File: config.mk
export PLATFORM = sky130hd
export DESIGN_NAME = odelay_bank_ramp
export DESIGN_NICKNAME = d
export VERILOG_FILES = /design/src/rtl/odelay_bank_ramp.sv
export SDC_FILE = /design/constraint.sdc
export NUM_CORES = 1
export LEC_CHECK = 0
export CORE_MARGIN = 2
export CORE_UTILIZATION = 50
export DETAILED_ROUTE_END_ITERATION = 7
export GPL_ROUTABILITY_DRIVEN = 0
export PLACE_DENSITY = 0.64
export SLEW_MARGIN = 30
export SYNTH_ARGS = -nofsm -noshare
export SYNTH_HDL_FRONTEND = slang
export SYNTH_SLANG_ARGS = --single-unit
export TNS_END_PERCENT = 5
File: constraint.sdc
create_clock -name clk -period 22.7 [get_ports clk]
set_clock_uncertainty 0.2 [all_clocks]
set_input_delay 2.27 -clock clk [delete_from_list [all_inputs] [get_ports clk]]
set_output_delay 2.27 -clock clk [all_outputs]
set_load 0.005 [all_outputs]
File: src/rtl/odelay_bank_ramp.sv
// Ramp controller for a bank of fine-delay output delay elements: walks every channel
// toward its target code in lockstep steps of at most MAX_STEP taps, each step being a value/LDPIPEEN/LD sequence.
module odelay_bank_ramp #(
  parameter int          NUM_CH      = 8,
  parameter logic [7:0]  DELAY_VALUE = 8'h00,
  parameter int          MAX_STEP    = 10,
  localparam int         AW          = (NUM_CH > 1) ? $clog2(NUM_CH) : 1
) (
  input  logic                  clk,
  input  logic                  rst,
  input  logic                  wr_en,
  input  logic                  wr_bcast,
  input  logic [AW-1:0]         wr_addr,
  input  logic [7:0]            wr_data,
  input  logic                  apply,
  input  logic                  clr_err,
  output logic                  busy,
  output logic                  done,
  output logic                  clamp_err,
  output logic                  wr_reject,
  output logic [NUM_CH*5-1:0]   dly_coarse,
  output logic [NUM_CH*3-1:0]   dly_fine,
  output logic                  dly_ldpipe,
  output logic                  dly_ld,
  output logic [NUM_CH*8-1:0]   cur_delay
);

  localparam logic [7:0] RST_CODE = (DELAY_VALUE[2:0] > 3'd4) ? {DELAY_VALUE[7:3], 3'd4} : DELAY_VALUE;
  localparam logic [7:0] STEP     = 8'(MAX_STEP);

  typedef enum logic [2:0] {
    S_IDLE,
    S_CALC,
    S_LOADPIPE,
    S_SET,
    S_DONE
  } state_t;

  function automatic logic [7:0] f_clamp(input logic [7:0] code);
    f_clamp = (code[2:0] > 3'd4) ? {code[7:3], 3'd4} : code;
  endfunction

  function automatic logic [7:0] f_lin(input logic [7:0] code);
    f_lin = 8'(code[7:3]) * 8'd5 + 8'(code[2:0]);
  endfunction

  // Constant divide by 5; the remainder is always 0..4 so it fits the fine field.
  function automatic logic [7:0] f_enc(input logic [7:0] lin);
    logic [4:0] q;
    q     = 5'(lin / 8'd5);
    f_enc = {q, 3'(lin - 8'(q) * 8'd5)};
  endfunction

  state_t              r_state;
  logic                r_busy;
  logic                r_done;
  logic                r_ldpipe;
  logic                r_ld;
  logic                r_clamp_err;
  logic                r_wr_reject;

  logic                w_idle;
  logic                w_calc;
  logic                w_set;
  logic                w_all_eq;
  logic                w_fine_bad;
  logic [NUM_CH-1:0]   w_eq;

  assign w_idle     = (r_state == S_IDLE);
  assign w_calc     = (r_state == S_CALC);
  assign w_set      = (r_state == S_SET);
  assign w_all_eq   = &w_eq;
  assign w_fine_bad = (wr_data[2:0] > 3'd4);

  genvar gi;
  generate
    for (gi = 0; gi < NUM_CH; gi++) begin : g_ch
      logic [7:0] r_tgt;
      logic [7:0] r_cur;
      logic [7:0] r_dly;
      logic [7:0] w_tgt_lin;
      logic [7:0] w_cur_lin;
      logic [7:0] w_next_lin;
      logic       w_sel;

      // Out-of-range addresses match no channel; broadcast ignores the address.
      assign w_sel     = wr_en && (wr_bcast || (wr_addr == AW'(gi)));
      assign w_tgt_lin = f_lin(r_tgt);
      assign w_cur_lin = f_lin(r_cur);
      assign w_eq[gi]  = (r_tgt == r_cur);

      always_comb begin
        w_next_lin = w_tgt_lin;
        if (w_tgt_lin > w_cur_lin) begin
          if ((w_tgt_lin - w_cur_lin) > STEP) w_next_lin = w_cur_lin + STEP;
        end else if ((w_cur_lin - w_tgt_lin) > STEP) begin
          w_next_lin = w_cur_lin - STEP;
        end
      end

      // r_dly is the value presented to the primitive; it only moves on entry to
      // LOADPIPE so it is stable across both strobes, and becomes cur on SET.
      always_ff @(posedge clk or posedge rst) begin
        if (rst) begin
          r_tgt <= RST_CODE;
          r_cur <= RST_CODE;
          r_dly <= RST_CODE;
        end else begin
          if (w_idle && w_sel) r_tgt <= f_clamp(wr_data);
          if (w_calc && !w_all_eq) r_dly <= f_enc(w_next_lin);
          if (w_set) r_cur <= r_dly;
        end
      end

      assign dly_coarse[gi*5 +: 5] = r_dly[7:3];
      assign dly_fine[gi*3 +: 3]   = r_dly[2:0];
      assign cur_delay[gi*8 +: 8]  = r_cur;
    end
  endgenerate

  always_ff @(posedge clk or posedge rst) begin
    if (rst) begin
      r_state     <= S_IDLE;
      r_busy      <= 1'b0;
      r_done      <= 1'b0;
      r_ldpipe    <= 1'b0;
      r_ld        <= 1'b0;
      r_clamp_err <= 1'b0;
      r_wr_reject <= 1'b0;
    end else begin
      // A new error in the same cycle as clr_err wins.
      r_clamp_err <= (r_clamp_err && !clr_err) || (w_idle && wr_en && w_fine_bad);
      r_wr_reject <= (r_wr_reject && !clr_err) || (!w_idle && wr_en);
      r_done      <= 1'b0;
      r_ldpipe    <= 1'b0;
      r_ld        <= 1'b0;
      case (r_state)
        S_IDLE: begin
          if (apply) begin
            r_state <= S_CALC;
            r_busy  <= 1'b1;
          end
        end
        S_CALC: begin
          if (w_all_eq) begin
            r_state <= S_DONE;
            r_done  <= 1'b1;
          end else begin
            r_state  <= S_LOADPIPE;
            r_ldpipe <= 1'b1;
          end
        end
        S_LOADPIPE: begin
          r_state <= S_SET;
          r_ld    <= 1'b1;
        end
        S_SET: begin
          r_state <= S_CALC;
        end
        S_DONE: begin
          r_state <= S_IDLE;
          r_busy  <= 1'b0;
        end
        default: begin
          r_state <= S_IDLE;
          r_busy  <= 1'b0;
        end
      endcase
    end
  end

  assign busy       = r_busy;
  assign done       = r_done;
  assign dly_ldpipe = r_ldpipe;
  assign dly_ld     = r_ld;
  assign clamp_err  = r_clamp_err;
  assign wr_reject  = r_wr_reject;

endmodule

# After elaboration in Yosys (flattened, before gate mapping)
# Index checks and enable logic that the tools add are counted.
# Widths: inputs -> output; s select.
totals:
  reg_bits: 201
  output_inout_bits: 134
  inputBits: 17
  elab_cells: 239
op_classes:
  magnitude_cmp: 25
  add_sub_neg: 56
  n_bitwise: 1
  n_reduce_logical: 40
  mux: 35
  mul: 24
  n_eq_ne: 19
  n_div: 8
ops:
  columns: ["op", "count"]
  rows:
  - ["$mux 8", 24]
  - ["$add 8x3->8", 16]
  - ["$gt 8x4->1 const B", 16]
  - ["$mul 5x3->8 const B", 16]
  - ["$sub 8x8->8", 16]
  - ["$add 8x4->8 const B", 8]
  - ["$div 8x3->8 const B", 8]
  - ["$eq 8x8->1", 8]
  - ["$gt 8x8->1", 8]
  - ["$sub 8x4->8 const B", 8]
  - ["$mul 5x3->3 const B", 8]
  - ["$sub 3x3->3", 8]
  - ["$logic_and 1x1->1", 22]
  - ["$eq 3x2->1 const B", 4]
  - ["$eq 3x3->1 const B", 4]
  - ["$pmux 3 s4", 1]
  - ["$logic_or 1x1->1", 10]
  - ["$mux 3", 3]
  - ["$reduce_and 8->1", 1]
  - ["$eq 3x1->1 const B", 2]
  - ["$logic_not 3->1", 2]
  - ["$mux 1", 6]
  - ["$gt 3x3->1 const B", 1]
  - ["$logic_not 1->1", 3]
  - ["5 further kinds", 5]

# Depth between registers and ports, before layout
# Gate-level depths: netlist of the first run.
depth:
  word_depth: 9
  ltp_mapped: 42
  mapped_depth_nobuf: 40

# Worst setup path before layout of the first run
# Ideal clock, no wire load.
synth_timing:
  kind: "register to register"
  start: "reg g_ch[4].r_cur[3]"
  end: "reg g_ch[4].r_dly[2]"
  period_less_slack_ns: 9.500
  arrival_ns: 9.168
  path_buffers: 3
  path_stages_with_launch: 39
  slack_ns: 13.200
  setup_time_ns: 0.132
  t_required_ns: 22.368
  path_cell_list: "dfrtp_1 ha_1 ha_1 ha_1 a211oi_1 nor2_1 xor2_1 inv_1 ha_1 buf_2 o211a_1 a2111oi_0 a21bo_2 a211oi_2 mux2_2 mux2i_1 clkbuf_1 nor2_1 (+3 left out) o311a_1 or4_1 o21a_1 buf_2 xnor2_1 inv_1 ha_1 nor2_1 mux2i_1 a211o_1 and3_1 o21a_1 o2111ai_2 o21ai_0 fa_1 xnor2_1 xor2_1 o21ai_1"
synth_via:
  elab_chain_len: 9
  word_cells_on_any_way: 19
  classes_between: "add/sub: 6; mul: 2; div: 1; order compare: 3; eq/ne: 1; mux: 3; reduce/logical: 3"
synth_lines:
  columns: ["item", "line_no", "source"]
  rows:
  - ["start: declaration", "79", "logic [7:0] r_cur;"]
  - ["start signal: assignment", "111", "if (w_set) r_cur <= r_dly;"]
  - ["$mul 5x3->8", "44", "f_lin = 8'(code[7:3]) * 8'd5 + 8'(code[2:0]);"]
  - ["$add 8x3->8", "44", null]
  - ["$sub 8x8->8, on equally long branches", "96, 95", null]
  - ["$gt 8x4->1, on equally long branches", "96, 95", null]
  - ["$mux 8, on equally long branches", "96, 95", null]
  - ["$mux 8", "94", "if (w_tgt_lin > w_cur_lin) begin"]
  - ["$div 8x3->8", "50", "q = 5'(lin / 8'd5);"]
  - ["$mul 5x3->3", "51", "f_enc = {q, 3'(lin - 8'(q) * 8'd5)};"]
  - ["$sub 3x3->3", "51", null]
  - ["end signal: assignment", "110", "if (w_calc && !w_all_eq) r_dly <= f_enc(w_next_lin);"]
  - ["end: declaration", "80", "logic [7:0] r_dly;"]
# Parallel ways exist; a longest one is shown, timed or not.
# A chain may end at the register's enable or synchronous reset.

# Worst setup path after layout of the first run
layout_timing:
  start: "reg g_ch[4].r_cur[5]"
  end: "reg g_ch[4].r_dly[2]"
# The elaborated chain is that of the path after synthesis.

==> run_results.csv, run 1 <==
group,metric,value,unit
clock_network,cts-hold-fix-buffers,0,
timing,worst_relative_slew_slack,0.322,
timing,post-route-min-period,10.89,ns
final_layout,fillers,5144,
final_layout,final_util,0.560,
die,dieArea,0.0591,mm^2
route,postRouteAntennaNets,0,
route,drcViolationCount,0,
min_path,timing.hold.worst.class,"reg2reg",
yosys,yosysSeqAreaShare,0.176,
yosys,postSynthNetCount,3854,
setup_path,cp_data_arrival_time,11.14,ns
grt,grt_start_max_net_pins,130,
timing,timing.final.hold_violations,0,
die,die_w,243,um
clock_network,numClockSinks,201,
clock_network,clockBufferDepth,3,
yosys,netlist_instances,3401,
yosys,synth.distinct_cells,131,
yosys,synth.top_cells.by_area,"sky130_fd_sc_hd__dfrtp_1 (18%), sky130_fd_sc_hd__ha_1 (17%), sky130_fd_sc_hd__xnor2_1 (6.3%), sky130_fd_sc_hd__mux2_2 (5.9%), sky130_fd_sc_hd__o21ai_0 (3.6%)",
grt,wire_length_of_the_first_global_routing_pass,135000,um
route,post_drt_wl_per_cell,19.7,um
route,drtIter0Drc,2194,
clock_network,tritoncts,"yes",
die,fp-row-count,87,
timing,drv_slew,0,
timing,holdWs,0.281,ns
final_layout,drive_above_1_share,0.102,
timing,highest_clock_rate,91.8,MHz
grt,gr-usage-all-layers,0.273,
clock_network,cts_inserted_buffers,28,
yosys,synth_edf_count,0,
run,timing.max_cap.violations,0,
yosys,synth-async-reset-ratio,1.00,
timing,layout_worst_path_cycle_share,0.480,
grt,first_global_vias,25600,
setup_path,setup.worst_path.end,"g_ch[4].r_dly[2]$_DFFE_PP0P_",
die,core_region_area,0.0565,mm^2
setup_path,cp-startpoint,"g_ch[4].r_cur[5]$_DFFE_PP0P_",
timing,fin_tns_setup,0,ns
die,initial_core_util,0.506,
setup_path,ff2ff_setup_slack,11.81,ns
setup_path,cp_max_fo,14,
route,vias_per_cell,6.31,
final_layout,flow.area_growth_from_synthesis,10.8,%
clock_network,worstSkewPairLatency,0.60,ns
setup_path,crit_path_frequent_cell,"sky130_fd_sc_hd__ha_1",
yosys,syn-mean-instance-area,8.40,um^2
setup_path,critPathRequiredTime,22.95,ns
setup_path,max_stage_delay,0.61,ns
yosys,synth_top_flop_cell,"sky130_fd_sc_hd__dfrtp_1",
yosys,synth_common_cells,"sky130_fd_sc_hd__ha_1 (396), sky130_fd_sc_hd__nor2_1 (244), sky130_fd_sc_hd__inv_1 (216), sky130_fd_sc_hd__nand2_1 (216)",
clock_network,cts.htree.levels,1,
yosys,cell_area_after_synthesis,0.0286,mm^2
yosys,synth.most_common_cell,"sky130_fd_sc_hd__ha_1",
yosys,yosysWarnings,0,
yosys,yosys.area.top_type_share,0.176,
clock_network,clkSlewWorstSetupHoldPaths,0.06,ns
clock_network,cts-root-buf,"sky130_fd_sc_hd__clkbuf_16",
final_layout,layout.nets,3928,
setup_path,r2r.worst_path.cells,36,
clock_network,ctsResizeCount,0,
setup_path,cp_slowest_cell,"sky130_fd_sc_hd__mux2i_2",
timing,timing.final.setup_violations,0,
timing,worst-slew-pin-transition,1.02,ns
clock_network,post_cts.repair.setup_buffers,0,
route,wirelength,83600,um
grt,grt_overflow,0,
die,floorplan.io_pins,151,
setup_path,regToRegEndpoint,"g_ch[4].r_dly[2]$_DFFE_PP0P_",
setup_path,r2r-start,"g_ch[4].r_cur[5]$_DFFE_PP0P_",
route,vias,26800,
grt,grt_antenna_before_repair,3,
placed_design,dpl.hpwl,64100,um
setup_path,worst_setup_path_end_kind,"flop",
placed_design,io_buffers,150,
timing,rsz0062_at_grt,"no",
route,detail_route.first_pass.iterations,8,
setup_path,worstSetupPathType,"reg2reg",
outcome,outcome,"completed",
yosys,yosys_register_bits,201,
die,fp.dieH,243,um
yosys,netlist.top_cell.by_area,"sky130_fd_sc_hd__dfrtp_1",
setup_path,critPathLaunchType,"flop",
==> sequential cells by signal (all words and copies together), names as in the netlist <==
name / flops
g_ch.r_tgt: 64
g_ch.r_cur: 64
busy: 1
dly_ld: 1
done: 1
g_ch.r_dly: 64
wr_reject: 1
clamp_err: 1
r_state: 3
dly_ldpipe: 1
==> worst min path at each step <==
| stage | to | startpoint | cells after the start |
|---|---|---|---|
| floorplan | dly_ld$_DFF_PP0_ | r_state[0]$_DFFE_PP0P_ | 1 |
| global placement | dly_ld$_DFF_PP0_ | r_state[0]$_DFFE_PP0P_ | 1 |
| detailed placement | dly_ld$_DFF_PP0_ | r_state[0]$_DFFE_PP0P_ | 1 |
| CTS | dly_ld$_DFF_PP0_ | r_state[0]$_DFFE_PP0P_ | 1 |
| global route | dly_ld$_DFF_PP0_ | r_state[0]$_DFFE_PP0P_ | 1 |
| finish | dly_ld$_DFF_PP0_ | r_state[0]$_DFFE_PP0P_ | 1 |
==> cells in the final DEF, fill, tap and decap left out, types with 22 or more instances in the layout <==
cell,synthesis,final
sky130_fd_sc_hd__nor2b_1,39,39
sky130_fd_sc_hd__and2_1,31,31
sky130_fd_sc_hd__nor4_1,24,24
sky130_fd_sc_hd__o21a_1,25,25
sky130_fd_sc_hd__a21o_1,63,63
sky130_fd_sc_hd__clkbuf_16,0,28
sky130_fd_sc_hd__nand2_1,216,215
sky130_fd_sc_hd__a31oi_1,33,33
sky130_fd_sc_hd__buf_4,3,22
sky130_fd_sc_hd__xor2_1,50,50
sky130_fd_sc_hd__dfrtp_1,201,201
sky130_fd_sc_hd__nand3_1,74,74
sky130_fd_sc_hd__xnor2_1,206,206
sky130_fd_sc_hd__nand4_1,41,41
sky130_fd_sc_hd__inv_1,216,214
sky130_fd_sc_hd__nor3_1,86,86
sky130_fd_sc_hd__a211o_1,22,22
sky130_fd_sc_hd__or2_2,24,24
sky130_fd_sc_hd__ha_1,396,396
sky130_fd_sc_hd__mux2_2,150,150
sky130_fd_sc_hd__o211ai_1,51,51
sky130_fd_sc_hd__o21ai_0,206,206
sky130_fd_sc_hd__or3_1,27,26
sky130_fd_sc_hd__nand2b_1,44,44
sky130_fd_sc_hd__o21ai_1,23,23
sky130_fd_sc_hd__a211oi_1,50,50
sky130_fd_sc_hd__clkdlybuf4s50_1,0,150
sky130_fd_sc_hd__a21oi_1,194,193
sky130_fd_sc_hd__o221ai_1,23,23
sky130_fd_sc_hd__nor2_1,244,243
sky130_fd_sc_hd__fa_1,40,40
==> cell families (layout without fill, tap and decap cells) <==
group	after synthesis	in the layout	synth area share
other	0	2	0
muxes	176	176	0.0690
xor gates and xnor gates	257	257	0.0790
adders and majority gates	442	442	0.204
and+or+nand+nor	963	963	0.171
DFF	201	201	0.176
AOI/OAI and AO/OA	1010	1010	0.251
buffers and inverters	352	446	0.0507
==> metrics by stage <==
step                std cells  setup slack, ns  instance area (um^2)
global route             4252            11.16                 31600
global placement         4199            12.30                 30600
finish                   4253            11.81                 31700
detailed placement       4199            11.78                 30600
CTS                      4249            11.71                 31600
floorplan                3401            13.20                 28600
==> routing by layer <==
metal,vias up,GRT usage,part of all wire,wire [um]
li1,12800,-,-,-
met1,13100,0.375,0.45,38000
met2,853,0.458,0.47,39000
met3,110,0.0311,0.057,4770
met4,2,0.0651,0.021,1780
met5,-,0,0.00014,12
==> area by class of cell <==
class | count | area (um^2) | area share
repair buffers | 175 | 1690 | 0.0533
clock buffers | 36 | 781 | 0.0247
flip-flops and latches | 201 | 5030 | 0.159
inverters | 221 | 846 | 0.0267
multi-input cells | 2848 | 22100 | 0.699
well taps | 756 | 946 | 0.0299
clock inverters | 14 | 225 | 0.00712
diodes | 2 | 5.00 | 0.000158
==> critical path: cells and delay by family, from the launching register on <==
kind | cells | cell delay, ns
compound gates | 13 | 3.73
buf+inv | 2 | 0.25
fa+ha+maj | 7 | 2.32
flops | 1 | 0.45
mux | 3 | 0.91
simple gates | 6 | 1.33
xor+xnor | 5 | 1.54
Power of run 1 is left out: the tool's default activity adds up to more than one toggle a clock period on the data nets, which glitch-free logic cannot reach.
==> run 2: changes to the inputs <==
==> constraint.sdc (replaced) <==
create_clock -name clk -period 10.8 [get_ports clk]
set_clock_uncertainty 0.2 [all_clocks]
set_input_delay 1.08 -clock clk [delete_from_list [all_inputs] [get_ports clk]]
set_output_delay 1.08 -clock clk [all_outputs]
set_load 0.005 [all_outputs]
==> run 2 against run 1 <==
Net effect: critical path depth unchanged; final cell count about the same; worst setup slack worse by 11 ns; global-route usage down 0.36 points; non-clock buffer count up 5; clock-buffer cell count down 3; register-to-register slack worse by 11 ns; highest routed layer is now met4; hold slack worse by 0.0018 ns; die area unchanged; first-iteration DRC count down 1.1%.
==> run_results.csv, run 2 (same netlist as run 1, synthesis figures left out) <==
group,metric,value,unit
route,vias,26700,
timing,setup_ws,0.582,ns
die,fp-row-count,87,
setup_path,cp_max_fo,12,
outcome,outcome,"completed",
die,core_region_area,0.0565,mm^2
setup_path,cp-startpoint,"g_ch[4].r_cur[3]$_DFFE_PP0P_",
clock_network,ctsResizeCount,0,
setup_path,max_stage_delay,0.53,ns
clock_network,cts.htree.levels,1,
route,post_drt_wl_per_cell,19.5,um
grt,first_global_vias,25200,
timing,post-route-min-period,10.22,ns
final_layout,final_area,0.0317,mm^2
setup_path,ff2ff_setup_slack,0.58,ns
setup_path,regToRegEndpoint,"g_ch[4].r_dly[2]$_DFFE_PP0P_",
route,drtIter0Drc,2170,
grt,gr-usage-all-layers,0.270,
timing,drv_slew,0,
setup_path,r2r.worst_path.cells,36,
timing,timing.final.hold_violations,0,
grt,wire_length_of_the_first_global_routing_pass,133000,um
route,drcViolationCount,0,
final_layout,seq_area,0.00503,mm^2
final_layout,layout.nets,3932,
clock_network,cts_inserted_buffers,27,
route,detail_route.first_pass.iterations,7,
timing,fin_tns_setup,0,ns
clock_network,worstSkewPairLatency,0.58,ns
setup_path,worstSetupPathType,"reg2reg",
clock_network,clockBufferDepth,3,
die,dieArea,0.0591,mm^2
route,vias_per_cell,6.29,
clock_network,cts-hold-fix-buffers,0,
min_path,timing.hold.worst.class,"reg2reg",
clock_network,cts-root-buf,"sky130_fd_sc_hd__clkbuf_16",
final_layout,final_common_cell,"sky130_fd_sc_hd__ha_1",
setup_path,critPathRequiredTime,11.03,ns
timing,layout_worst_path_cycle_share,0.946,
grt,grt_antenna_before_repair,3,
setup_path,setup.worst_path.end,"g_ch[4].r_dly[2]$_DFFE_PP0P_",
final_layout,fillers,5045,
timing,worst-slew-pin-transition,0.938,ns
timing,highest_clock_rate,97.9,MHz
route,postRouteAntennaNets,0,
setup_path,r2r-start,"g_ch[4].r_cur[3]$_DFFE_PP0P_",
timing,rsz0062_at_grt,"no",
final_layout,layout.cells.most_common_list,"sky130_fd_sc_hd__ha_1 (396), sky130_fd_sc_hd__nor2_1 (244), sky130_fd_sc_hd__nand2_1 (215)",
grt,grt_start_max_net_pins,86,
clock_network,post_cts.repair.setup_buffers,0,
setup_path,worst_setup_path_end_kind,"flop",
final_layout,final_util,0.560,
final_layout,flow.area_growth_from_synthesis,10.8,%
setup_path,critPathLaunchType,"flop",
placed_design,dpl.hpwl,63600,um
placed_design,dpl_cell_area,0.0306,mm^2
die,initial_core_util,0.506,
setup_path,crit_path_frequent_cell,"sky130_fd_sc_hd__ha_1",
clock_network,clkSlewWorstSetupHoldPaths,0.06,ns
setup_path,cp_slowest_cell,"sky130_fd_sc_hd__or4_1",
die,fp.dieH,243,um
run,timing.max_cap.violations,0,
final_layout,drive_above_1_share,0.103,
route,wirelength,82800,um
setup_path,cp_data_arrival_time,10.45,ns
timing,timing.final.setup_violations,0,
placed_design,preCtsSetupSlack,0.248,ns
clock_network,numClockSinks,201,
final_layout,area_of_the_multi_input_gates,0.0221,mm^2
grt,grt_overflow,0,
timing,worst_relative_slew_slack,0.357,
final_layout,reg.largest.list,"g_ch.r_cur x64, g_ch.r_dly x64, g_ch.r_tgt x64",
placed_design,io_buffers,150,
die,floorplan.io_pins,151,
clock_network,tritoncts,"yes",
die,die_w,243,um
[run 2: layout make-up]
type | instances | share of cell area
Tap cell | 756 | 0.0299
Multi-Input combinational cell | 2848 | 0.699
Sequential cell | 201 | 0.159
Timing Repair Buffer | 180 | 0.0545
Antenna cell | 3 | 0.000237
Clock buffer | 33 | 0.0236
Inverter | 221 | 0.0265
Clock inverter | 12 | 0.00703
[run 2: layer usage]
metal	GRT usage	routed length (um)	vias up
met3	0.0307	4840	100
met5	0	0	-
met1	0.369	37400	13000
met2	0.454	38700	885
met4	0.0637	1800	0
li1	-	-	12800
[run 2: worst min path at each step]
stage                            from                to  depth (start not counted)
6_report       r_state[0]$_DFFE_PP0P_  dly_ld$_DFF_PP0_                          1
3_5_place_dp   r_state[0]$_DFFE_PP0P_  dly_ld$_DFF_PP0_                          1
2_1_floorplan  r_state[0]$_DFFE_PP0P_  dly_ld$_DFF_PP0_                          1
3_3_place_gp   r_state[0]$_DFFE_PP0P_  dly_ld$_DFF_PP0_                          1
5_1_grt        r_state[0]$_DFFE_PP0P_  dly_ld$_DFF_PP0_                          1
4_1_cts        r_state[0]$_DFFE_PP0P_  dly_ld$_DFF_PP0_                          1
[run 2: critical path: cells and delay by family, from the launching register on]
kind	cells	cell delay (ns)
adders and majority gates	7	2.25
and+or+nand+nor	5	1.32
muxes	3	0.90
AOI/OAI and AO/OA	14	3.74
DFF	1	0.44
buffers and inverters	3	0.35
xor gates and xnor gates	4	0.87
[run 2: stage by stage]
step / cells / hold WS, ns
floorplan: 3401 / 0.237
global placement: 4204 / 0.258
detailed placement: 4205 / 0.265
CTS: 4250 / 0.280
global route: 4252 / 0.320
finish: 4254 / 0.280
Power of run 2 is left out for the same reason.
